## src/rtl/ahb_bm_pkg.sv

```systemverilog
// Shared definitions for the DMA bus matrix.
// Provides the AHB-Lite HTRANS and HRESP encodings and the default
// address / master-ID widths used by the matrix stages.
package ahb_bm_pkg;

    localparam int ADDR_W_DEF = 32;
    localparam int MAST_W_DEF = 4;

    typedef enum logic [1:0] {
        HTRANS_IDLE   = 2'b00,
        HTRANS_BUSY   = 2'b01,
        HTRANS_NONSEQ = 2'b10,
        HTRANS_SEQ    = 2'b11
    } htrans_e;

    typedef enum logic {
        HRESP_OKAY  = 1'b0,
        HRESP_ERROR = 1'b1
    } hresp_e;

endpackage

```

## src/rtl/ahb_input_stage_dmam.sv

```systemverilog
// Per-master input stage of the DMA bus matrix.
// Sits between one AHB-Lite master port and the decode/output stages. When
// no output stage can take the master's transfer, the address/control is
// kept in a holding register bank and presented as a pending transfer while
// the master is stalled. Once accepted, the slave's data-phase ready and
// response are relayed back to the master.
//
// Ports:
//   HCLK, HRESETn            clock, asynchronous active-low reset
//   HSELS..HMASTLOCKS        master-side address/control
//   HREADYS                  bus-wide HREADY qualifying the address phase
//   active_in                some reachable output stage has selected this port
//   readyout_in, resp_in     data-phase ready/response from the owning output stage
//   sel_in..mastlock_in      address/control towards decoder/output stages
//   held_tran                a transfer is pending or presented this cycle
//   HREADYOUTS, HRESPS       ready/response back to the master
module ahb_input_stage_dmam
    import ahb_bm_pkg::*;
#(
    parameter int ADDR_W = ADDR_W_DEF,
    parameter int MAST_W = MAST_W_DEF
) (
    input  logic              HCLK,
    input  logic              HRESETn,
    input  logic              HSELS,
    input  logic [ADDR_W-1:0] HADDRS,
    input  logic [1:0]        HTRANSS,
    input  logic              HWRITES,
    input  logic [2:0]        HSIZES,
    input  logic [2:0]        HBURSTS,
    input  logic [3:0]        HPROTS,
    input  logic [MAST_W-1:0] HMASTERS,
    input  logic              HMASTLOCKS,
    input  logic              HREADYS,
    input  logic              active_in,
    input  logic              readyout_in,
    input  logic              resp_in,
    output logic              sel_in,
    output logic [ADDR_W-1:0] addr_in,
    output logic [1:0]        trans_in,
    output logic              write_in,
    output logic [2:0]        size_in,
    output logic [2:0]        burst_in,
    output logic [3:0]        prot_in,
    output logic [MAST_W-1:0] master_in,
    output logic              mastlock_in,
    output logic              held_tran,
    output logic              HREADYOUTS,
    output logic              HRESPS
);

    logic              sel_r;
    logic [ADDR_W-1:0] addr_r;
    logic [1:0]        trans_r;
    logic              write_r;
    logic [2:0]        size_r;
    logic [2:0]        burst_r;
    logic [3:0]        prot_r;
    logic [MAST_W-1:0] master_r;
    logic              mastlock_r;
    logic              pend_tran_r;
    logic              dphase_r;

    logic              trans_req_s;
    logic              accept_s;
    logic              pend_next_s;
    logic              dphase_next_s;

    // Request qualification: only NONSEQ/SEQ in a valid address phase count.
    always_comb begin
        trans_req_s = HSELS & HTRANSS[1] & HREADYS;
        held_tran   = pend_tran_r | trans_req_s;
        accept_s    = held_tran & active_in & readyout_in;
    end

    // Holding bank captures every address phase; HREADYS low freezes it
    // while the master is stalled, so the pending copy stays intact.
    always_ff @(posedge HCLK or negedge HRESETn) begin
        if (!HRESETn) begin
            sel_r      <= 1'b0;
            addr_r     <= {ADDR_W{1'b0}};
            trans_r    <= 2'b00;
            write_r    <= 1'b0;
            size_r     <= 3'b000;
            burst_r    <= 3'b000;
            prot_r     <= 4'b0000;
            master_r   <= {MAST_W{1'b0}};
            mastlock_r <= 1'b0;
        end else if (HREADYS) begin
            sel_r      <= HSELS;
            addr_r     <= HADDRS;
            trans_r    <= HTRANSS;
            write_r    <= HWRITES;
            size_r     <= HSIZES;
            burst_r    <= HBURSTS;
            prot_r     <= HPROTS;
            master_r   <= HMASTERS;
            mastlock_r <= HMASTLOCKS;
        end
    end

    // Next-state for the pending flag and the data-phase flag.
    always_comb begin
        pend_next_s   = held_tran & ~accept_s;
        dphase_next_s = dphase_r;
        if (accept_s) begin
            dphase_next_s = 1'b1;
        end else if (readyout_in) begin
            dphase_next_s = 1'b0;
        end else begin
            dphase_next_s = dphase_r;
        end
    end

    // State register for pending transfer and owned data phase.
    always_ff @(posedge HCLK or negedge HRESETn) begin
        if (!HRESETn) begin
            pend_tran_r <= 1'b0;
            dphase_r    <= 1'b0;
        end else begin
            pend_tran_r <= pend_next_s;
            dphase_r    <= dphase_next_s;
        end
    end

    // Address/control mux: the held copy wins while a transfer is pending,
    // which also keeps mastlock_in continuous across a stalled locked beat.
    always_comb begin
        if (pend_tran_r) begin
            sel_in      = sel_r;
            addr_in     = addr_r;
            trans_in    = trans_r;
            write_in    = write_r;
            size_in     = size_r;
            burst_in    = burst_r;
            prot_in     = prot_r;
            master_in   = master_r;
            mastlock_in = mastlock_r;
        end else begin
            sel_in      = HSELS;
            addr_in     = HADDRS;
            trans_in    = HTRANSS;
            write_in    = HWRITES;
            size_in     = HSIZES;
            burst_in    = HBURSTS;
            prot_in     = HPROTS;
            master_in   = HMASTERS;
            mastlock_in = HMASTLOCKS;
        end
    end

    // Master-facing ready/response: stall while pending, relay the slave
    // during an owned data phase (two-cycle ERROR passes through as-is).
    always_comb begin
        if (pend_tran_r) begin
            HREADYOUTS = 1'b0;
            HRESPS     = HRESP_OKAY;
        end else if (dphase_r) begin
            HREADYOUTS = readyout_in;
            HRESPS     = resp_in;
        end else begin
            HREADYOUTS = 1'b1;
            HRESPS     = HRESP_OKAY;
        end
    end

endmodule
```

## config.mk

```make
export PLATFORM = sky130hd
export DESIGN_NAME = ahb_input_stage_dmam
export DESIGN_NICKNAME = d
export VERILOG_FILES = /design/src/rtl/ahb_bm_pkg.sv /design/src/rtl/ahb_input_stage_dmam.sv
export SDC_FILE = /design/constraint.sdc
export NUM_CORES = 1
export LEC_CHECK = 0
export ABC_AREA = 1
export CORE_ASPECT_RATIO = 0.6
export CORE_UTILIZATION = 47
export CTS_CLUSTER_SIZE = 12
export DETAILED_ROUTE_END_ITERATION = 12
export GPL_ROUTABILITY_DRIVEN = 0
export PLACE_DENSITY = 0.86
export REMOVE_ABC_BUFFERS = 1
export SLEW_MARGIN = 15
export SYNTH_ARGS = -nofsm -noshare
export SYNTH_HDL_FRONTEND = slang
export SYNTH_SLANG_ARGS = --single-unit
```

## constraint.sdc

```tcl
create_clock -name HCLK -period 2.5 [get_ports HCLK]
set_clock_uncertainty 0.1 [all_clocks]
set_input_delay 0.75 -clock HCLK [delete_from_list [all_inputs] [get_ports HCLK]]
set_output_delay 0.75 -clock HCLK [all_outputs]
set_load 0.005 [all_outputs]
```

==> metrics.txt, run 1 <==
# TYPE chip_impl_metric gauge
chip_impl_metric{name="numPortBuffers",unit=""} 110
chip_impl_metric{name="post_synth_num_cell_types",unit=""} 15
chip_impl_metric{name="crit_path_max_incr_delay",unit="ps"} 490
chip_impl_metric{name="htree_num_levels",unit=""} 2
chip_impl_metric{name="fp.dieArea",unit="mm²"} 0.00615
chip_impl_metric{name="post_route_fraction_of_the_period_consumed_by_the_critical_path",unit=""} 0.987
chip_impl_metric{name="detailedPlacementHpwl",unit="µm"} 4660
chip_impl_metric{name="ant_diodes",unit=""} 0
chip_impl_info{name="setup.worst_path.class",value="input pin to output port"} 1
chip_impl_metric{name="number_of_standard_cells_after_synthesis",unit=""} 343
chip_impl_metric{name="clock_latency_at_the_later_pin_of_the_worst_skew_pair",unit="ps"} 290
chip_impl_metric{name="fmax",unit="MHz"} 405
chip_impl_metric{name="clk_path_buf_depth",unit=""} 2
chip_impl_metric{name="report.final.hold_viol_count",unit=""} 0
chip_impl_info{name="worstSetupStartpointType",value="input pin"} 1
chip_impl_metric{name="sequential_share_of_the_synthesized_area",unit=""} 0.484
chip_impl_metric{name="p_per_area",unit="mW/mm²"} 527
chip_impl_metric{name="final-instance-count-excl-fill",unit=""} 526
chip_impl_metric{name="ys_ff_latch",unit=""} 53
chip_impl_info{name="timing.critical_path.cells",value="clkdlybuf4s50_1, nand2_1, o21ai_0, dlygate4sd2_1"} 1
chip_impl_metric{name="clock_slew_seen_by_the_registers_of_the_worst_setup_and_hold_paths",unit="ps"} 90
chip_impl_metric{name="routedWlPerCell",unit="µm"} 12.1
chip_impl_metric{name="vdd_ir_drop_max",unit="µV"} 286
chip_impl_metric{name="cts_hold_buffers",unit=""} 0
chip_impl_metric{name="cell_total_after_placement",unit=""} 519
chip_impl_info{name="clock-root-buffer",value="clkbuf_8"} 1
chip_impl_metric{name="first_pass_iters",unit=""} 4
chip_impl_metric{name="synth_warnings",unit=""} 0
chip_impl_metric{name="floorplan.initialDensity",unit=""} 0.489
chip_impl_metric{name="grt_pass1_vias",unit=""} 2161
chip_impl_metric{name="slew_viol_final",unit=""} 0
chip_impl_metric{name="grt_usage",unit=""} 0.216
chip_impl_metric{name="die_h",unit="µm"} 61.1
chip_impl_metric{name="worst_slack",unit="ps"} 33.0
chip_impl_metric{name="largest_fanout_on_the_critical_path",unit=""} 2
chip_impl_metric{name="slew_headroom",unit=""} 0.445
chip_impl_metric{name="worst-r2r-cell-count",unit=""} 6
chip_impl_info{name="final_common_cell",value="nand2_1"} 1
chip_impl_metric{name="finalNetCount",unit=""} 503
chip_impl_metric{name="static-leakage-power",unit="nW"} 1.94
chip_impl_info{name="setup.worst_path.end_class",value="output port"} 1
chip_impl_metric{name="die-width",unit="µm"} 101
chip_impl_metric{name="io_pins",unit=""} 111
chip_impl_metric{name="drt-total-wl",unit="µm"} 6380
chip_impl_metric{name="drt_iter0_drc",unit=""} 68
chip_impl_metric{name="timing.final.crit_period",unit="ps"} 2470
chip_impl_metric{name="final_layout_size_suffix_gt1_frac",unit=""} 0.137
chip_impl_metric{name="grt_start_max_net_pins",unit=""} 103
chip_impl_info{name="layout.cells.most_common_list",value="107 x nand2_1, 71 x o21ai_0, 53 x inv_1, 52 x dfrtp_1, 52 x clkdlybuf4s50_1"} 1
chip_impl_metric{name="flow.area_growth_from_synthesis",unit="%"} 41.9
chip_impl_metric{name="grt-ovfl-total",unit=""} 0
chip_impl_metric{name="core_outline_area",unit="mm²"} 0.00560
chip_impl_metric{name="floorplan.rows",unit=""} 21
chip_impl_metric{name="report.power.total",unit="mW"} 2.05
chip_impl_metric{name="synth_area_per_cell",unit="µm²"} 7.99
chip_impl_metric{name="synth.cell_area",unit="mm²"} 0.00274
chip_impl_metric{name="remaining_drc_errors",unit=""} 0
chip_impl_info{name="tritoncts",value="done"} 1
chip_impl_metric{name="grt_first_pass_wirelength",unit="µm"} 10200
chip_impl_metric{name="tightestPinTransition",unit="ps"} 833
chip_impl_info{name="result_of_the_run",value="finished clean"} 1
chip_impl_metric{name="critical_path_arrival",unit="ps"} 1620
chip_impl_info{name="regToRegStartpoint",value="pend_tran_r"} 1
chip_impl_metric{name="setup_viol",unit=""} 0
chip_impl_metric{name="worst_hold_slack",unit="ps"} 341
chip_impl_metric{name="detail-route-antenna-nets",unit=""} 0
chip_impl_info{name="rsz0062_at_grt",value="false"} 1
chip_impl_metric{name="reg2reg_slack",unit="ps"} 1200
chip_impl_info{name="slowest_stage",value="clkdlybuf4s50_1"} 1
chip_impl_metric{name="cap_violations",unit=""} 0
chip_impl_metric{name="grt_antenna_before_repair",unit=""} 0
chip_impl_metric{name="layout.filler_cells",unit=""} 484
chip_impl_metric{name="dpl_worst_slack",unit="ps"} -324
chip_impl_metric{name="via_per_inst",unit=""} 4.69
chip_impl_metric{name="clock_sink_count",unit=""} 53
chip_impl_metric{name="numCtsBuffers",unit=""} 5
chip_impl_info{name="hold_path_class",value="input pin to asynchronous set/reset pin"} 1
chip_impl_metric{name="critPathRequiredTime",unit="ps"} 1650
chip_impl_metric{name="via_count",unit=""} 2468
chip_impl_info{name="critical_path.startpoint",value="HWRITES"} 1
[final timing paths]
kind,to
setup reg to reg,dphase_r
max in group asynchronous,pend_tran_r
hold reg to reg,addr_r[10]
hold / removal,addr_r[4]
min in group HCLK,addr_r[10]
setup / recovery,write_in
[cell usage after synthesis (all sizes together)]
cell    instances  share of area
a21oi           3         0.0069
nand2         107           0.15
buf            16          0.051
dfrtp          53           0.48
clkbuf          6         0.0087
o21ai         101           0.22
inv            54          0.074
nand3           1         0.0018
nor2            2         0.0027
[through the flow]
step                 util  cell area (µm²)  setup TNS [ps]
finish              0.695             3890               0
detailed placement  0.693             3880          -12450
CTS                 0.697             3900               0
global placement    0.693             3880          -11710
floorplan               -             2580           -1210
global route        0.695             3890               0
[registers in the layout (all words and copies together), names as in the netlist]
signal	cells
trans_r	2
prot_r	4
write_r	1
addr_r	32
burst_r	3
mastlock_r	1
pend_tran_r	1
size_r	3
dphase_r	1
sel_r	1
master_r	4
[worst max-delay path, delay by kind of cell]
kind	cells	cell delay, ps
buf+inv	2	750
compound gates	1	70
simple gates	1	50
[metal layers]
layer,GRT usage,up-vias,part of all wire
met5,0,-,0
met3,0.0783,4,0.086
li1,-,1273,-
met1,0.298,1115,0.47
met4,0.0435,0,0.0060
met2,0.333,76,0.44
[power by group]
part	internal, mW	switching, mW
Combinational	0.304	0.312
Clock	0.220	0.257
Sequential	0.933	0.0232
Total	1.46	0.592
[cell families (layout without fill, tap and decap cells)]
family                 Yosys count  after routing  share of synthesized area
AOI/OAI and AO/OA              104            104                      0.231
DFF                             53             53                      0.484
buffers and inverters           76            179                      0.133
and+or+nand+nor                110            110                      0.151
[cell type report]
| type | count | area [µm²] | share of cell area |
|---|---|---|---|
| sequential | 53 | 1330 | 0.341 |
| timing repair buffer | 118 | 1120 | 0.287 |
| multi-input combinational | 214 | 1050 | 0.271 |
| inverter | 54 | 204 | 0.0525 |
| tap | 80 | 100 | 0.0257 |
| clock buffer | 7 | 86.3 | 0.0222 |
[timing repair]
action	in CTS	in global routing
buffers inserted	0	0
setup endpoints to repair	54	31
gates resized for setup	64	40
Note: power is estimated with default switching activity, not from simulation.
==> run 2: changes to the inputs <==
Settings changed: CAP_MARGIN set to 20.
==> results of run 2 <==
The final DEF is identical to that of run 1; final timing and power are the same.
==> run 3: changes to the inputs <==
Settings changed: CORE_ASPECT_RATIO 0.6 to not set.
==> metrics.txt, run 3 (synthesis gave the netlist of run 1 again) <==
# TYPE chip_impl_metric gauge
chip_impl_metric{name="die_h",unit="µm"} 78.3
chip_impl_metric{name="via_count",unit=""} 2567
chip_impl_metric{name="grt_usage",unit=""} 0.236
chip_impl_metric{name="vdd_ir_drop_max",unit="µV"} 293
chip_impl_info{name="rsz0062_at_grt",value="false"} 1
chip_impl_metric{name="critPathRequiredTime",unit="ps"} 1650
chip_impl_metric{name="floorplan.initialDensity",unit=""} 0.491
chip_impl_metric{name="ant_diodes",unit=""} 0
chip_impl_metric{name="slew_viol_final",unit=""} 0
chip_impl_metric{name="grt_start_max_net_pins",unit=""} 96
chip_impl_metric{name="drt-total-wl",unit="µm"} 6490
chip_impl_metric{name="routedWlPerCell",unit="µm"} 12.5
chip_impl_metric{name="first_pass_iters",unit=""} 4
chip_impl_metric{name="fmax",unit="MHz"} 404
chip_impl_metric{name="die-width",unit="µm"} 78.3
chip_impl_metric{name="seqPwrFrac",unit=""} 0.466
chip_impl_metric{name="seqCellArea",unit="mm²"} 0.00133
chip_impl_info{name="setup.worst_path.end_class",value="output port"} 1
chip_impl_info{name="top_usage_layer",value="met2"} 1
chip_impl_info{name="crit-reg2reg-capture",value="dphase_r"} 1
chip_impl_metric{name="worst-r2r-cell-count",unit=""} 6
chip_impl_metric{name="grt_antenna_before_repair",unit=""} 0
chip_impl_metric{name="report.power.total",unit="mW"} 2.05
chip_impl_metric{name="grt.met3_usage",unit=""} 0.0372
chip_impl_metric{name="detail-route-antenna-nets",unit=""} 0
chip_impl_metric{name="reg2reg_slack",unit="ps"} 1280
chip_impl_info{name="largest_register",value="addr_r"} 1
chip_impl_metric{name="clock_latency_at_the_later_pin_of_the_worst_skew_pair",unit="ps"} 290
chip_impl_metric{name="net-switching-power",unit="mW"} 0.590
chip_impl_metric{name="floorplan.rows",unit=""} 27
chip_impl_metric{name="grt_pass1_vias",unit=""} 2628
chip_impl_info{name="setup.worst_path.class",value="input pin to output port"} 1
chip_impl_info{name="hold_path_class",value="input pin to asynchronous set/reset pin"} 1
chip_impl_info{name="result_of_the_run",value="finished clean"} 1
chip_impl_metric{name="numPortBuffers",unit=""} 110
chip_impl_metric{name="io_pins",unit=""} 111
chip_impl_metric{name="switching_share",unit=""} 0.287
chip_impl_metric{name="via_per_inst",unit=""} 4.94
chip_impl_metric{name="report.final.hold_viol_count",unit=""} 0
chip_impl_metric{name="core_outline_area",unit="mm²"} 0.00557
chip_impl_info{name="tritoncts",value="done"} 1
chip_impl_metric{name="clock_slew_seen_by_the_registers_of_the_worst_setup_and_hold_paths",unit="ps"} 80
chip_impl_metric{name="multiInputGateArea",unit="mm²"} 0.00106
chip_impl_metric{name="internal_power",unit="mW"} 1.46
chip_impl_metric{name="finalNetCount",unit=""} 505
chip_impl_metric{name="critical_path_arrival",unit="ps"} 1630
chip_impl_metric{name="flow.area_growth_from_synthesis",unit="%"} 42.5
chip_impl_metric{name="grtUsageMet2",unit=""} 0.428
chip_impl_metric{name="slew_headroom",unit=""} 0.480
chip_impl_metric{name="worst_slack",unit="ps"} 23.3
chip_impl_metric{name="timing.final.crit_period",unit="ps"} 2480
chip_impl_metric{name="p_per_area",unit="mW/mm²"} 526
chip_impl_metric{name="remaining_drc_errors",unit=""} 0
chip_impl_metric{name="tightestPinTransition",unit="ps"} 780
chip_impl_metric{name="post_route_fraction_of_the_period_consumed_by_the_critical_path",unit=""} 0.991
chip_impl_metric{name="clock_sink_count",unit=""} 53
chip_impl_info{name="final_common_cell",value="nand2_1"} 1
chip_impl_metric{name="largest_register_ff_count",unit=""} 32
chip_impl_info{name="biggestRegsByFlops",value="addr_r: 32 flops, master_r: 4 flops, prot_r: 4 flops"} 1
chip_impl_metric{name="cap_violations",unit=""} 0
chip_impl_metric{name="fp.dieArea",unit="mm²"} 0.00614
chip_impl_info{name="worstSetupStartpointType",value="input pin"} 1
chip_impl_metric{name="static-leakage-power",unit="nW"} 1.96
chip_impl_metric{name="setup_viol",unit=""} 0
chip_impl_metric{name="grt-ovfl-total",unit=""} 0
chip_impl_metric{name="share_comb_of_total_power",unit=""} 0.305
chip_impl_info{name="layout.cells.most_common_list",value="106 x nand2_1, 71 x o21ai_0, 53 x inv_1, 52 x dfrtp_1, 52 x clkdlybuf4s50_1"} 1
chip_impl_metric{name="htree_num_levels",unit=""} 2
chip_impl_info{name="regToRegStartpoint",value="pend_tran_r"} 1
chip_impl_metric{name="final_layout_size_suffix_gt1_frac",unit=""} 0.143
chip_impl_metric{name="largest_fanout_on_the_critical_path",unit=""} 2
chip_impl_metric{name="grt_first_pass_wirelength",unit="µm"} 11500
chip_impl_metric{name="layout.filler_cells",unit=""} 484
chip_impl_metric{name="clk_path_buf_depth",unit=""} 2
chip_impl_metric{name="grt_met1_usage",unit=""} 0.285
chip_impl_metric{name="fin_util",unit=""} 0.700
chip_impl_info{name="clock-root-buffer",value="clkbuf_8"} 1
chip_impl_metric{name="power.clock.fraction",unit=""} 0.228
chip_impl_metric{name="detailedPlacementHpwl",unit="µm"} 4480
chip_impl_metric{name="drt_iter0_drc",unit=""} 144
chip_impl_metric{name="dpl_worst_slack",unit="ps"} -332
chip_impl_metric{name="numCtsBuffers",unit=""} 5
## run 3: per-layer routing
| layer | vias to the layer above | part of all wire |
|---|---|---|
| li1 | 1287 | - |
| met1 | 1195 | 0.44 |
| met2 | 75 | 0.50 |
| met3 | 10 | 0.044 |
| met4 | 0 | 0.016 |
| met5 | - | 0 |
## run 3: cell type report
class / instances / share of cell area
Clock buffer: 7 / 0.0221
Multi-Input combinational cell: 214 / 0.271
Timing Repair Buffer: 120 / 0.290
Inverter: 54 / 0.0532
Sequential cell: 53 / 0.340
Tap cell: 72 / 0.0231
## run 3: stage by stage
step	hold slack (ps)	cells	area, µm²	TNS (ps)
after detailed placement	410	510	3840	-12500
after global placement	402	510	3840	-11760
after CTS	362	520	3910	0
after global routing	385	520	3900	0
final	358	520	3900	0
after floorplan	354	321	2580	-1210
## run 3: power groups by stage
stage | clock (mW) | sequential (mW) | combinational, mW
6_report | 0.469 | 0.957 | 0.627
3_5_place_dp | 0 | 0.975 | 0.681
5_1_grt | 0.516 | 0.965 | 0.705
4_1_cts | 0.489 | 0.957 | 0.628
3_3_place_gp | 0 | 0.972 | 0.658
2_1_floorplan | 0 | 0.967 | 0.259
## run 3: worst max-delay path, stage by stage
cell,delay (ps)
clkdlybuf4s50_1,490
nand2_1,70
o21ai_2,60
dlygate4sd2_1,250
## run 3: how the worst max path moves through the flow
stage	from	end	slack, ps
floorplan	pend_tran_r	addr_in[0]	-40
global placement	HTRANSS[1]	held_tran	-300
detailed placement	HTRANSS[1]	held_tran	-330
CTS	HBURSTS[0]	burst_in[0]	10
global route	HPROTS[0]	prot_in[0]	0.3
finish	HMASTERS[2]	master_in[2]	20
## run 3: repair_timing
action | 4_1_cts | 5_1_grt
hold buffers | 0 | 0
endpoints found under the setup margin | 54 | 27
setup buffers | 2 | 0
gates resized for setup | 63 | 40
cloned | 1 | 0
